File: config.mk
export PLATFORM = sky130hd
export DESIGN_NAME = lsu_queue_ctrl
export DESIGN_NICKNAME = d
export VERILOG_FILES = /design/src/rtl/lsu_pkg.sv /design/src/rtl/lsu_rr_arb2.sv /design/src/rtl/lsu_queue_ctrl.sv
export SDC_FILE = /design/constraint.sdc
export NUM_CORES = 1
export LEC_CHECK = 0
export BUFFER_PORTS_ARGS = -buffer_cell sky130_fd_sc_hd__buf_2
export CORE_MARGIN = 2
export CORE_UTILIZATION = 40
export DETAILED_ROUTE_END_ITERATION = 12
export GPL_TIMING_DRIVEN = 0
export PLACE_DENSITY_LB_ADDON = 0.25
export SETUP_SLACK_MARGIN = 0.4
export SLEW_MARGIN = 20
export SYNTH_ARGS = -nofsm -noshare
export SYNTH_HDL_FRONTEND = slang
export SYNTH_SLANG_ARGS = --single-unit
File: constraint.sdc
create_clock -name Clk -period 6.8 [get_ports Clk]
set_input_delay 0 -clock Clk [delete_from_list [all_inputs] [get_ports Clk]]
set_output_delay 0 -clock Clk [all_outputs]
set_load 0.05 [all_outputs]
File: src/rtl/lsu_pkg.sv
// lsu_pkg: shared types and defaults for the LSU request queue controller
package lsu_pkg;
    localparam int LSU_FIFOWIDE = 23;
    localparam int LSU_DEPTH = 16;
    typedef enum logic [1:0] {IDLE = 2'd0, REQ = 2'd1, FLUSH = 2'd2} state_t;
    typedef enum logic {REQ_LD = 1'b0, REQ_ST = 1'b1} req_id_t;
endpackage

File: src/rtl/lsu_rr_arb2.sv
// lsu_rr_arb2: two-way round-robin arbiter; grant[0]=load, grant[1]=store
module lsu_rr_arb2
    import lsu_pkg::*;
(
    input  logic       Clk,
    input  logic       Rest,
    input  logic [1:0] valid,
    input  logic       enable,
    output logic [1:0] grant
);
    req_id_t rr_last;
    assign grant[0] = enable && valid[0] && (!valid[1] || rr_last == REQ_ST);
    assign grant[1] = enable && valid[1] && (!valid[0] || rr_last == REQ_LD);
    // load wins the first tie out of reset
    always_ff @(posedge Clk or negedge Rest) begin
        if (!Rest) rr_last <= REQ_ST;
        else if (|grant) rr_last <= grant[1] ? REQ_ST : REQ_LD;
    end
endmodule

File: src/rtl/lsu_queue_ctrl.sv
// lsu_queue_ctrl: arbitrates load/store into the request FIFO, drains its head
// to the dcache over req/ack, and turns flushes into a one-cycle FIFO clean.
module lsu_queue_ctrl
    import lsu_pkg::*;
#(
    parameter int FIFOWIDE = LSU_FIFOWIDE,
    parameter int DEPTH = LSU_DEPTH,
    parameter int CNTW = 5
) (
    input  logic                Clk,
    input  logic                Rest,
    input  logic                LdValid,
    input  logic [FIFOWIDE-1:0] LdData,
    output logic                LdReady,
    input  logic                StValid,
    input  logic [FIFOWIDE-1:0] StData,
    output logic                StReady,
    input  logic                Flush,
    output logic                FlushDone,
    output logic                FifoWable,
    output logic [FIFOWIDE-1:0] FifoDin,
    output logic                FifoRable,
    output logic                FifoClean,
    input  logic [FIFOWIDE-1:0] FifoPreOut,
    input  logic                FifoEmpty,
    output logic                MemReq,
    output logic [FIFOWIDE-1:0] MemData,
    input  logic                MemAck,
    output logic [CNTW-1:0]     Count
);
    state_t state, state_nxt;
    logic flush_pend, go_flush, enq_en;
    logic [1:0] grant;
    assign go_flush = flush_pend || Flush;
    assign enq_en = (Count < CNTW'(DEPTH)) && !flush_pend && state != FLUSH;
    lsu_rr_arb2 u_arb (
        .Clk    (Clk),
        .Rest   (Rest),
        .valid  ({StValid, LdValid}),
        .enable (enq_en),
        .grant  (grant)
    );
    assign LdReady = grant[0];
    assign StReady = grant[1];
    assign FifoWable = |grant;
    assign FifoDin = grant[1] ? StData : LdData;
    // after an ack we pass through IDLE so the new head is captured cleanly
    always_comb begin
        state_nxt = state;
        MemReq = 1'b0;
        FifoRable = 1'b0;
        FifoClean = 1'b0;
        case (state)
            IDLE: state_nxt = go_flush ? FLUSH : (Count != '0) ? REQ : IDLE;
            REQ: begin
                MemReq = 1'b1;
                FifoRable = MemAck;
                state_nxt = !MemAck ? REQ : go_flush ? FLUSH : IDLE;
            end
            FLUSH: begin
                FifoClean = 1'b1;
                state_nxt = IDLE;
            end
            default: state_nxt = IDLE;
        endcase
    end
    always_ff @(posedge Clk or negedge Rest) begin
        if (!Rest) begin
            state <= IDLE;
            Count <= '0;
            flush_pend <= 1'b0;
            FlushDone <= 1'b0;
            MemData <= '0;
        end else begin
            state <= state_nxt;
            Count <= FifoClean ? '0 : Count + CNTW'(FifoWable) - CNTW'(FifoRable);
            flush_pend <= FifoClean ? 1'b0 : go_flush;
            FlushDone <= FifoClean;
            if (state == IDLE && state_nxt == REQ) MemData <= FifoPreOut;
        end
    end
    a_no_pop_empty: assert property (@(posedge Clk) disable iff (!Rest) FifoRable |-> Count != '0);
    a_count_max: assert property (@(posedge Clk) disable iff (!Rest) Count <= CNTW'(DEPTH));
    a_empty_match: assert property (@(posedge Clk) disable iff (!Rest) state != FLUSH |-> FifoEmpty == (Count == '0));
    a_req_hold: assert property (@(posedge Clk) disable iff (!Rest) MemReq && !MemAck |=> MemReq);
endmodule
==> metrics.txt, run 1 <==
CP Class flip-flop to flip-flop; Flop pwr share 23.6%; die width just over 70 um; CTS root buffer clkbuf_8; Num CTS Buffers 5; mean post-synth cell area about 13 um^2; outcome finished clean; Worst-Skew Late Latency 0.28 ns; placed cell areas 0.00257 mm^2; CP endpoint kind flip-flop; Lkg Pwr between 1.5 and 2 nW; maximum VDD drop ~0.33 mV; Num Clock Sinks 33; number of global-route vias before repair 1766; fin cells 356; first-pass GRT wire length a little over 8 mm; GRT Total Usage a little over 20%; worst slew pin tran ~0.74 ns; switch share 52.0%; fillers around 340; Net Sw Power approximately 800 uW; Final #Nets 386; first-pass iteration count of the detailed router 4; overall power around 1.5 mW; Core Area 0.00438 mm^2; Design Area, Final a little under 0.003 mm^2; met2 usage a little over a third; final clock period utilization by the worst path between 30% and 40%; row cnt 24; max_slew headroom about half; Initial Util between 40% and 50%; gpl congestion about 0.77; Yosys cell types 29; Max Transition Viols Final 0; layout cells sized above 1 64.1%; fmax between 300 and 400 MHz; via/cell ratio 4.62; total nets after synthesis between 200 and 250; Synth Register Bits 33; # DRC 0; Worst-path clk slew approximately 0.070 ns; Final Skew around 0.0077 ns; Post-Syn Instances roughly 140; Final setup viols 0; Gate power share approximately 64%; starting DRC count in detailed routing 40; crit-path max FO 10; Bufs on Longest Clock Path 2; Synthesis Warnings 0; P_int 736 uW; Routed WL 5.10 mm; remaining global-route overflow 0; RSZ-0062 raised after global routing false; Die ar. slightly above 0.005 mm^2; met3 Use GR slightly above 5%; Reg2Reg Depth 10; ANT nets after route 0; antenna violations before repair 0; HPWL after DPL approximately 3.7 mm; Worst Path Arrival a little under 3 ns; sequential fraction of the synthesis area between 40% and 50%; die height a little over 70 um; Hold Crit Class input pin to flip-flop; Post-Place Cells 321; global routing's busiest layer met2; # diodes 0; PwrDens 519 mW/mm^2; Post-Syn Area around 0.0018 mm^2; clock power share between 10 and 15%; total number of vias 1646; Hold Path Depth 3; Tmin final about 2.7 ns; number of buffers added on ports 132; M1 GR Usage between 20% and 30%; CTS tree yes; Setup Buffers After CTS 0; largest net degree at the start of global routing 34; setup_tns 0 ns; # Max-Cap Violations 0; CP startpoint kind flip-flop; DR WL/cell 14.3 um; # IOs roughly 130; H-tree depth 2; Post-CTS Resized 0; Area Overhead vs Synth 60.6%; Final Hold Viols 0; Crit path required time 7.00 ns
==> flip-flops by register name, summed over array words and instances, names as in the netlist <==
| signal | cells |
|---|---|
| MemData | 23 |
| Count | 5 |
| state | 2 |
| FlushDone | 1 |
| flush_pend | 1 |
| u_arb.rr_last | 1 |
==> stage by stage <==
step	hold slack (ns)	utilization (%)	setup slack (ns)
2_1_floorplan	-0.296	-	2.76
4_1_cts	0.0132	67.5	4.04
3_3_place_gp	0.108	58.6	4.07
6_report	0.0273	67.5	4.09
5_1_grt	0.0811	67.5	3.78
3_5_place_dp	0.112	58.6	4.07
==> metal layers <==
layer  wire length (um)  part of all wire, %
met1               1920                   38
met2               2740                   54
met3                339                  6.6
met4                103                  2.0
met5                  0                    0
==> kinds of logic (layout without fill, tap and decap cells) <==
kind of cell               Yosys count  count (layout)  share of synthesized area (%)
DFF                                 33              33                           44.9
buffers and inverters               16             183                           5.10
xor gates and xnor gates             1               1                          0.476
muxes                               47              47                           32.5
and+or+nand+nor                     22              22                           7.68
adders and majority gates            7               7                           5.16
AOI/OAI and AO/OA                   11              11                           4.14
==> worst paths after layout <==
check | start | to | slack [ns]
min | StValid | u_arb.rr_last | 0.03
max reg2reg | state[0] | Count[4] | 4.09
min in group asynchronous | Rest | MemData[18] | 0.31
max in group asynchronous | Rest | FlushDone | 6.01
min reg2reg | MemData[1] | MemData[1] | 0.50
max | state[0] | Count[4] | 4.09
==> Yosys cell counts <==
library cell / instances / area, um^2
a2111oi_0: 1 / 8.76
a211oi_1: 1 / 7.51
a21boi_0: 1 / 7.51
a21o_1: 2 / 15.0
a21oi_1: 3 / 15.0
a31oi_1: 1 / 6.26
a41oi_1: 1 / 8.76
and2_1: 2 / 12.5
buf_4: 1 / 7.51
buf_6: 4 / 45.0
dfrtp_1: 32 / 801
dfstp_2: 1 / 26.3
fa_1: 1 / 20.0
ha_1: 6 / 75.1
inv_1: 11 / 41.3
mux2_2: 27 / 304
mux2_4: 19 / 285
mux2i_1: 1 / 10.0
nand2_1: 3 / 11.3
nand2b_1: 3 / 18.8
nand3_1: 1 / 5.00
nand3_2: 1 / 10.0
nor2_1: 7 / 26.3
nor2b_1: 2 / 12.5
nor4_1: 1 / 6.26
nor4b_2: 1 / 15.0
nor4b_4: 1 / 23.8
o21bai_1: 1 / 7.51
xnor2_1: 1 / 8.76
==> cell usage in the layout, fill, tap and decap left out, types with 2 or more instances in the layout <==
| cell type | Yosys | final |
|---|---|---|
| mux2_4 | 19 | 19 |
| mux2_2 | 27 | 27 |
| buf_2 | 0 | 132 |
| buf_6 | 4 | 4 |
| a21o_1 | 2 | 2 |
| ha_1 | 6 | 6 |
| dfrtp_1 | 32 | 32 |
| clkbuf_8 | 0 | 6 |
| nand2_1 | 3 | 3 |
| dlygate4sd3_1 | 0 | 27 |
| a21oi_1 | 3 | 3 |
| inv_1 | 11 | 11 |
| nand2b_1 | 3 | 3 |
| nor2_1 | 7 | 7 |
| and2_1 | 2 | 2 |
| nor2b_1 | 2 | 2 |
==> layout make-up <==
| cell class | instances | area (um^2) | share of cell area (%) |
|---|---|---|---|
| tap | 52 | 65.1 | 2.20 |
| multi-input combinational | 88 | 921 | 31.1 |
| clock inverter | 2 | 37.5 | 1.27 |
| inverter | 11 | 41.3 | 1.40 |
| buffer | 5 | 52.6 | 1.78 |
| clock buffer | 6 | 82.6 | 2.79 |
| sequential | 33 | 827 | 28.0 |
| timing repair buffer | 159 | 931 | 31.5 |
==> critical path, stage by stage, from the launching register on <==
cell	delay [ns]
dfrtp_1	0.42
nand2b_1	0.12
buf_4	0.16
inv_1	0.13
nor4_1	0.42
ha_1	0.24
inv_1	0.06
fa_1	0.38
nand2b_1	0.19
a2111oi_0	0.35
o21bai_1	0.16
==> power by group through the flow <==
stage | Sequential [mW] | Clock, mW | Combinational [mW]
floorplan | 0.660 | 0 | 0.466
global placement | 0.360 | 0 | 0.956
detailed placement | 0.362 | 0 | 0.970
CTS | 0.360 | 0.196 | 0.982
global route | 0.375 | 0.205 | 1.04
finish | 0.362 | 0.192 | 0.980
==> timing repair <==
item | 4_1_cts | 5_1_grt
endpoints found under the setup margin | 0 | 0
hold buffers | 27 | 0
hold endpoints to repair | 58 | 0
Power figures use the tool's default switching activity.
==> run 2, diff against run 1 <==
==> constraint.sdc (replaced) <==
create_clock -name Clk -period 2.8 [get_ports Clk]
set_input_delay 0 -clock Clk [delete_from_list [all_inputs] [get_ports Clk]]
set_output_delay 0 -clock Clk [all_outputs]
set_load 0.05 [all_outputs]
==> metrics.txt, run 2 (synthesized netlist as in run 1, its figures left out) <==
outcome finished clean; Hold Crit Class input pin to flip-flop; biggest regs MemData (23), Count (5), state (2); HPWL after DPL 3.48 mm (-6.8%); CP endpoint kind flip-flop; fillers 338 (-1.7%); CTS root buffer clkbuf_8; layout cells sized above 1 68.1% (+3.9 points); maximum VDD drop 0.734 mV (+120%); GRT Total Usage 18.5% (-1.7 points); Final Hold Viols 0 (unchanged); Final #Nets 392 (+1.6%); Biggest register MemData; first-pass iteration count of the detailed router 4 (unchanged); Die ar. 0.00516 mm^2 (unchanged); first-pass GRT wire length 7.57 mm (-7.0%); Bufs on Longest Clock Path 2 (unchanged); CP Class flip-flop to flip-flop; row cnt 24 (unchanged); Area Overhead vs Synth 63.9%; Final Skew 0.00481 ns (-0.00290 ns); Final setup viols 0 (unchanged); total number of vias 1672 (+1.6%); fmax 417 MHz (+13%); largest net degree at the start of global routing 34 (unchanged); H-tree depth 2 (unchanged); Worst-Skew Late Latency 0.28 ns (about the same); Lkg Pwr 1.62 nW (+1.0%); CTS tree yes; starting DRC count in detailed routing 48 (+20%); # diodes 0 (unchanged); Worst-path clk slew 0.06 ns (about the same); Worst Path Arrival 2.60 ns (-0.31 ns); # IOs 134 (unchanged); RSZ-0062 raised after global routing true; Tmin final 2.40 ns (-0.312 ns); CP startpoint kind flip-flop; # Max-Cap Violations 0 (unchanged); remaining global-route overflow 0 (unchanged); number of global-route vias before repair 1673 (-5.3%); setup_tns 0 ns (unchanged); Max Transition Viols Final 0 (unchanged); worst slew pin tran 0.726 ns (-0.0103 ns); commonest non-fill, non-tap cell in the layout buf_2; Crit path required time 3.00 ns (-4.00 ns); commonest cells after routing, fill and taps aside buf_2 (132), dfrtp_1 (31), mux2_2 (27), dlygate4sd3_1 (25), mux2_4 (19); Num Clock Sinks 33 (unchanged); antenna violations before repair 0 (unchanged); crit-path max FO 6 (-4); via/cell ratio 4.62 (-0.10%); gpl congestion 0.735 (-4.0%); final clock period utilization by the worst path 85.7% (+46 points); DR WL/cell 13.6 um (-5.1%); overall power 3.82 mW (+150%); Routed WL 4.92 mm (-3.5%); Num CTS Buffers 5 (unchanged); Core Area 0.00438 mm^2 (unchanged); Initial Util 42.0% (unchanged); PwrDens 1260 mW/mm^2 (+140%); # DRC 0 (unchanged); ANT nets after route 0 (unchanged); number of buffers added on ports 132 (unchanged); max reg flops 23 (unchanged); die width 71.9 um (unchanged); die height 71.9 um (unchanged); max_slew headroom 51.6% (+0.69 points)
==> run 2: cell count changes in the layout (fill, tap and decap cells not counted), sizes merged <==
cell,previous run,this run
buf,137,145
bufinv,1,0
clkinv,0,2
dlygate4sd3,27,25
inv,11,10
==> run 2: routing by layer <==
metal  vias to the layer above  part of all wire [%]  routed length, um  track usage (%)
li1                        819                     -                  -                -
met2                        54                    55               2720             33.1
met5                         -                     0                  0                0
met1                       795                    39               1900             22.3
met3                         4                   5.3                263             4.50
met4                         0                  0.77                 38             4.40
==> run 2: critical path, stage by stage, from the launching register on <==
cell and delay [ns]:
dfrtp_2 0.44, nand2b_1 0.10, buf_6 0.12, clkinvlp_4 0.12, nor4_4 0.32, ha_2 0.23, inv_1 0.05, fa_2 0.33
nand2b_4 0.17, a2111oi_4 0.29, o21bai_1 0.15
==> run 2: worst paths after layout <==
check                             from     endpoint  slack, ns  cells after the start
max in group asynchronous         Rest     state[1]       1.98                      2
min in group asynchronous         Rest   MemData[5]       0.31                      2
max reg2reg                   state[1]     Count[4]       0.40                     10
min                              Flush   flush_pend      0.003                      3
max                           state[1]     Count[4]       0.40                     10
min reg2reg                MemData[16]  MemData[16]       0.50                      1
==> run 2: power by group <==
part	internal (mW)	switching [mW]	total, mW
registers	0.728	0.156	0.883
clock network	0.172	0.165	0.337
logic	0.914	1.68	2.60
total	1.81	2.00	3.82
==> run 2: what timing repair did <==
item	4_1_cts	5_1_grt
hold buffers	25	0
cloned	0	0
pin swaps	1	2
setup endpoints to repair	1	1
gates resized for setup	4	5
endpoints found under the hold margin	56	0
setup buffers	0	8
==> run 2: area by class of cell <==
cell class / instances / area [um^2] / area share, %
Clock inverter: 2 / 10.0 / 0.332
Inverter: 11 / 45.0 / 1.49
Buffer: 5 / 56.3 / 1.86
Timing Repair Buffer: 165 / 971 / 32.2
Clock buffer: 6 / 72.6 / 2.40
Tap cell: 52 / 65.1 / 2.15
Multi-Input combinational cell: 88 / 971 / 32.2
Sequential cell: 33 / 828 / 27.4
==> run 2: metrics by stage <==
stage	hold WS, ns	area (um^2)	util (%)	setup WS [ns]	std cells
2_1_floorplan	-0.296	1860	-	-0.208	137
3_5_place_dp	0.101	2590	59.0	0.254	321
5_1_grt	0.0119	3020	68.9	0.241	362
3_3_place_gp	0.107	2590	59.0	0.284	321
4_1_cts	0.000344	2940	67.0	0.422	354
6_report	0.00280	3020	68.9	0.401	362
==> run 3, diff against run 2 <==
--- a/config.mk
+++ b/config.mk
@@ -6,7 +6,6 @@
 export NUM_CORES = 1
 export LEC_CHECK = 0
 export BUFFER_PORTS_ARGS = -buffer_cell sky130_fd_sc_hd__buf_2
-export CORE_MARGIN = 2
 export CORE_UTILIZATION = 40
 export DETAILED_ROUTE_END_ITERATION = 12
 export GPL_TIMING_DRIVEN = 0
==> metrics.txt, run 3 (synthesized netlist as in run 1, its figures left out) <==
outcome finished clean; Lkg Pwr 1.62 nW (-0.31%); # Max-Cap Violations 0 (unchanged); Crit path required time 3.01 ns (about the same); first-pass iteration count of the detailed router 4 (unchanged); final clock period utilization by the worst path 81.5% (-4.2 points); Final #Nets 389 (-0.77%); Biggest register MemData; Routed WL 4.97 mm (+0.89%); ANT nets after route 0 (unchanged); biggest regs MemData (23), Count (5), state (2); Design Area, Final 0.00302 mm^2 (+0.12%); max_slew headroom 50.9% (-0.71 points); total number of vias 1650 (-1.3%); # diodes 0 (unchanged); fmax 438 MHz (+5.1%); max reg flops 23 (unchanged); largest net degree at the start of global routing 34 (unchanged); Final Skew 0.00268 ns (-0.00213 ns); die height 69.9 um (-2.8%); CP Class flip-flop to flip-flop; gpl congestion 0.723 (-1.6%); Bufs on Longest Clock Path 2 (unchanged); setup_tns 0 ns (unchanged); Worst-Skew Late Latency 0.28 ns (about the same); remaining global-route overflow 0 (unchanged); Area Overhead vs Synth 64.1%; CP endpoint kind flip-flop; layout cells sized above 1 67.0% (-1.1 points); row cnt 24 (unchanged); HPWL after DPL 3.64 mm (+4.6%); DP Worst Slack 0.228 ns (-0.0263 ns); min-delay src StValid; # DRC 0 (unchanged); DR WL/cell 13.9 um (+2.0%); CP startpoint kind flip-flop; # IOs 134 (unchanged); Num CTS Buffers 5 (unchanged); origin of the worst setup path state[1]; Final WS setup 0.518 ns (+0.117 ns); die width 69.9 um (-2.8%); Critical R2R Launch state[1]; Core Area 0.00438 mm^2 (unchanged); CTS root buffer clkbuf_8; RSZ-0062 raised after global routing false; H-tree depth 2 (unchanged); Num Clock Sinks 33 (unchanged); Final Hold Viols 0 (unchanged); fillers 345 (+2.1%); overall power 3.84 mW (+0.48%); starting DRC count in detailed routing 45 (-6.3%); PwrDens 1270 mW/mm^2 (+0.36%); first-pass GRT wire length 7.86 mm (+3.8%); Initial Util 42.0% (unchanged); Die ar. 0.00488 mm^2 (-5.5%); via/cell ratio 4.61 (-0.21%); placed cell areas 0.00259 mm^2 (unchanged); antenna violations before repair 0 (unchanged); crit-path max FO 10 (+4); GRT Total Usage 20.4% (+1.9 points); maximum VDD drop 0.722 mV (-1.7%); commonest non-fill, non-tap cell in the layout buf_2; Hold Crit Class input pin to flip-flop; Max Transition Viols Final 0 (unchanged); Worst Path Arrival 2.49 ns (-0.11 ns); commonest cells after routing, fill and taps aside buf_2 (132), dfrtp_1 (32), mux2_2 (27), dlygate4sd3_1 (27), mux2_4 (19); number of global-route vias before repair 1666 (-0.42%); Worst-path clk slew 0.06 ns (about the same); Final setup viols 0 (unchanged); number of buffers added on ports 132 (unchanged); CTS tree yes; Tmin final 2.28 ns (-0.117 ns); worst slew pin tran 0.737 ns (+0.0106 ns)
## run 3: changes by cell type in the layout (fill, tap and decap cells not counted)
cell	previous run	this run
buf_4	8	3
dlygate4sd3_1	25	27
and2_2	1	0
and2_4	0	1
bufinv_16	0	1
clkbuf_1	1	0
clkinv_2	2	1
dfrtp_1	31	32
dfrtp_2	1	0
## run 3: cell type report
| cell class | count | area (um^2) | area share (%) |
|---|---|---|---|
| well taps | 52 | 65.1 | 2.15 |
| inverters | 11 | 45.0 | 1.49 |
| plain buffers | 5 | 56.3 | 1.86 |
| clock inverters | 2 | 35.0 | 1.16 |
| clock buffers | 5 | 68.8 | 2.28 |
| flip-flops and latches | 33 | 827 | 27.4 |
| repair buffers | 162 | 953 | 31.5 |
| multi-input cells | 88 | 972 | 32.2 |
## run 3: where the power goes
group | switching (mW) | internal (mW)
Clock | 0.172 | 0.258
Combinational | 1.67 | 0.856
Sequential | 0.152 | 0.726
## run 3: what timing repair did
item                       in CTS  in global routing
gates resized for setup         6                  3
setup endpoints to repair       1                  1
hold buffers                   27                  0
setup buffers                   2                  1
pin swaps                       2                  0
hold endpoints to repair       58                  0
## run 3: per-layer routing
metal | wire, um | vias up | share of wire [%] | track usage (%)
met5 | 0 | - | 0 | 0
met2 | 2610 | 47 | 53 | 33.3
met1 | 2120 | 784 | 43 | 27.0
li1 | - | 812 | - | -
met3 | 162 | 7 | 3.3 | 4.04
met4 | 71 | 0 | 1.4 | 6.67
## run 3: path summary, 6_finish.rpt
check	to	slack, ns	cells after the start
setup reg to reg	Count[4]	0.52	10
min in group asynchronous	MemData[20]	0.33	2
setup / recovery	Count[4]	0.52	10
hold reg to reg	MemData[10]	0.50	1
hold / removal	u_arb.rr_last	0.05	3
max in group asynchronous	Count[4]	2.00	2
## run 3: worst max-delay path: stages (launching register included)
cell and delay, ns:
dfrtp_1 0.43, nand2b_1 0.12, buf_6 0.15, clkinvlp_4 0.12, nor4_4 0.18, ha_2 0.23, inv_1 0.05, fa_2 0.33
nand2b_4 0.17, a2111oi_4 0.27, o21bai_1 0.15
## run 3: stage by stage
step           hold WS [ns]  utilization (%)  cells
2_1_floorplan        -0.296                -    137
3_3_place_gp          0.105             59.0    321
3_5_place_dp          0.103             59.0    321
4_1_cts              0.0485             68.4    357
5_1_grt              0.0805             68.9    358
6_report             0.0475             68.9    358
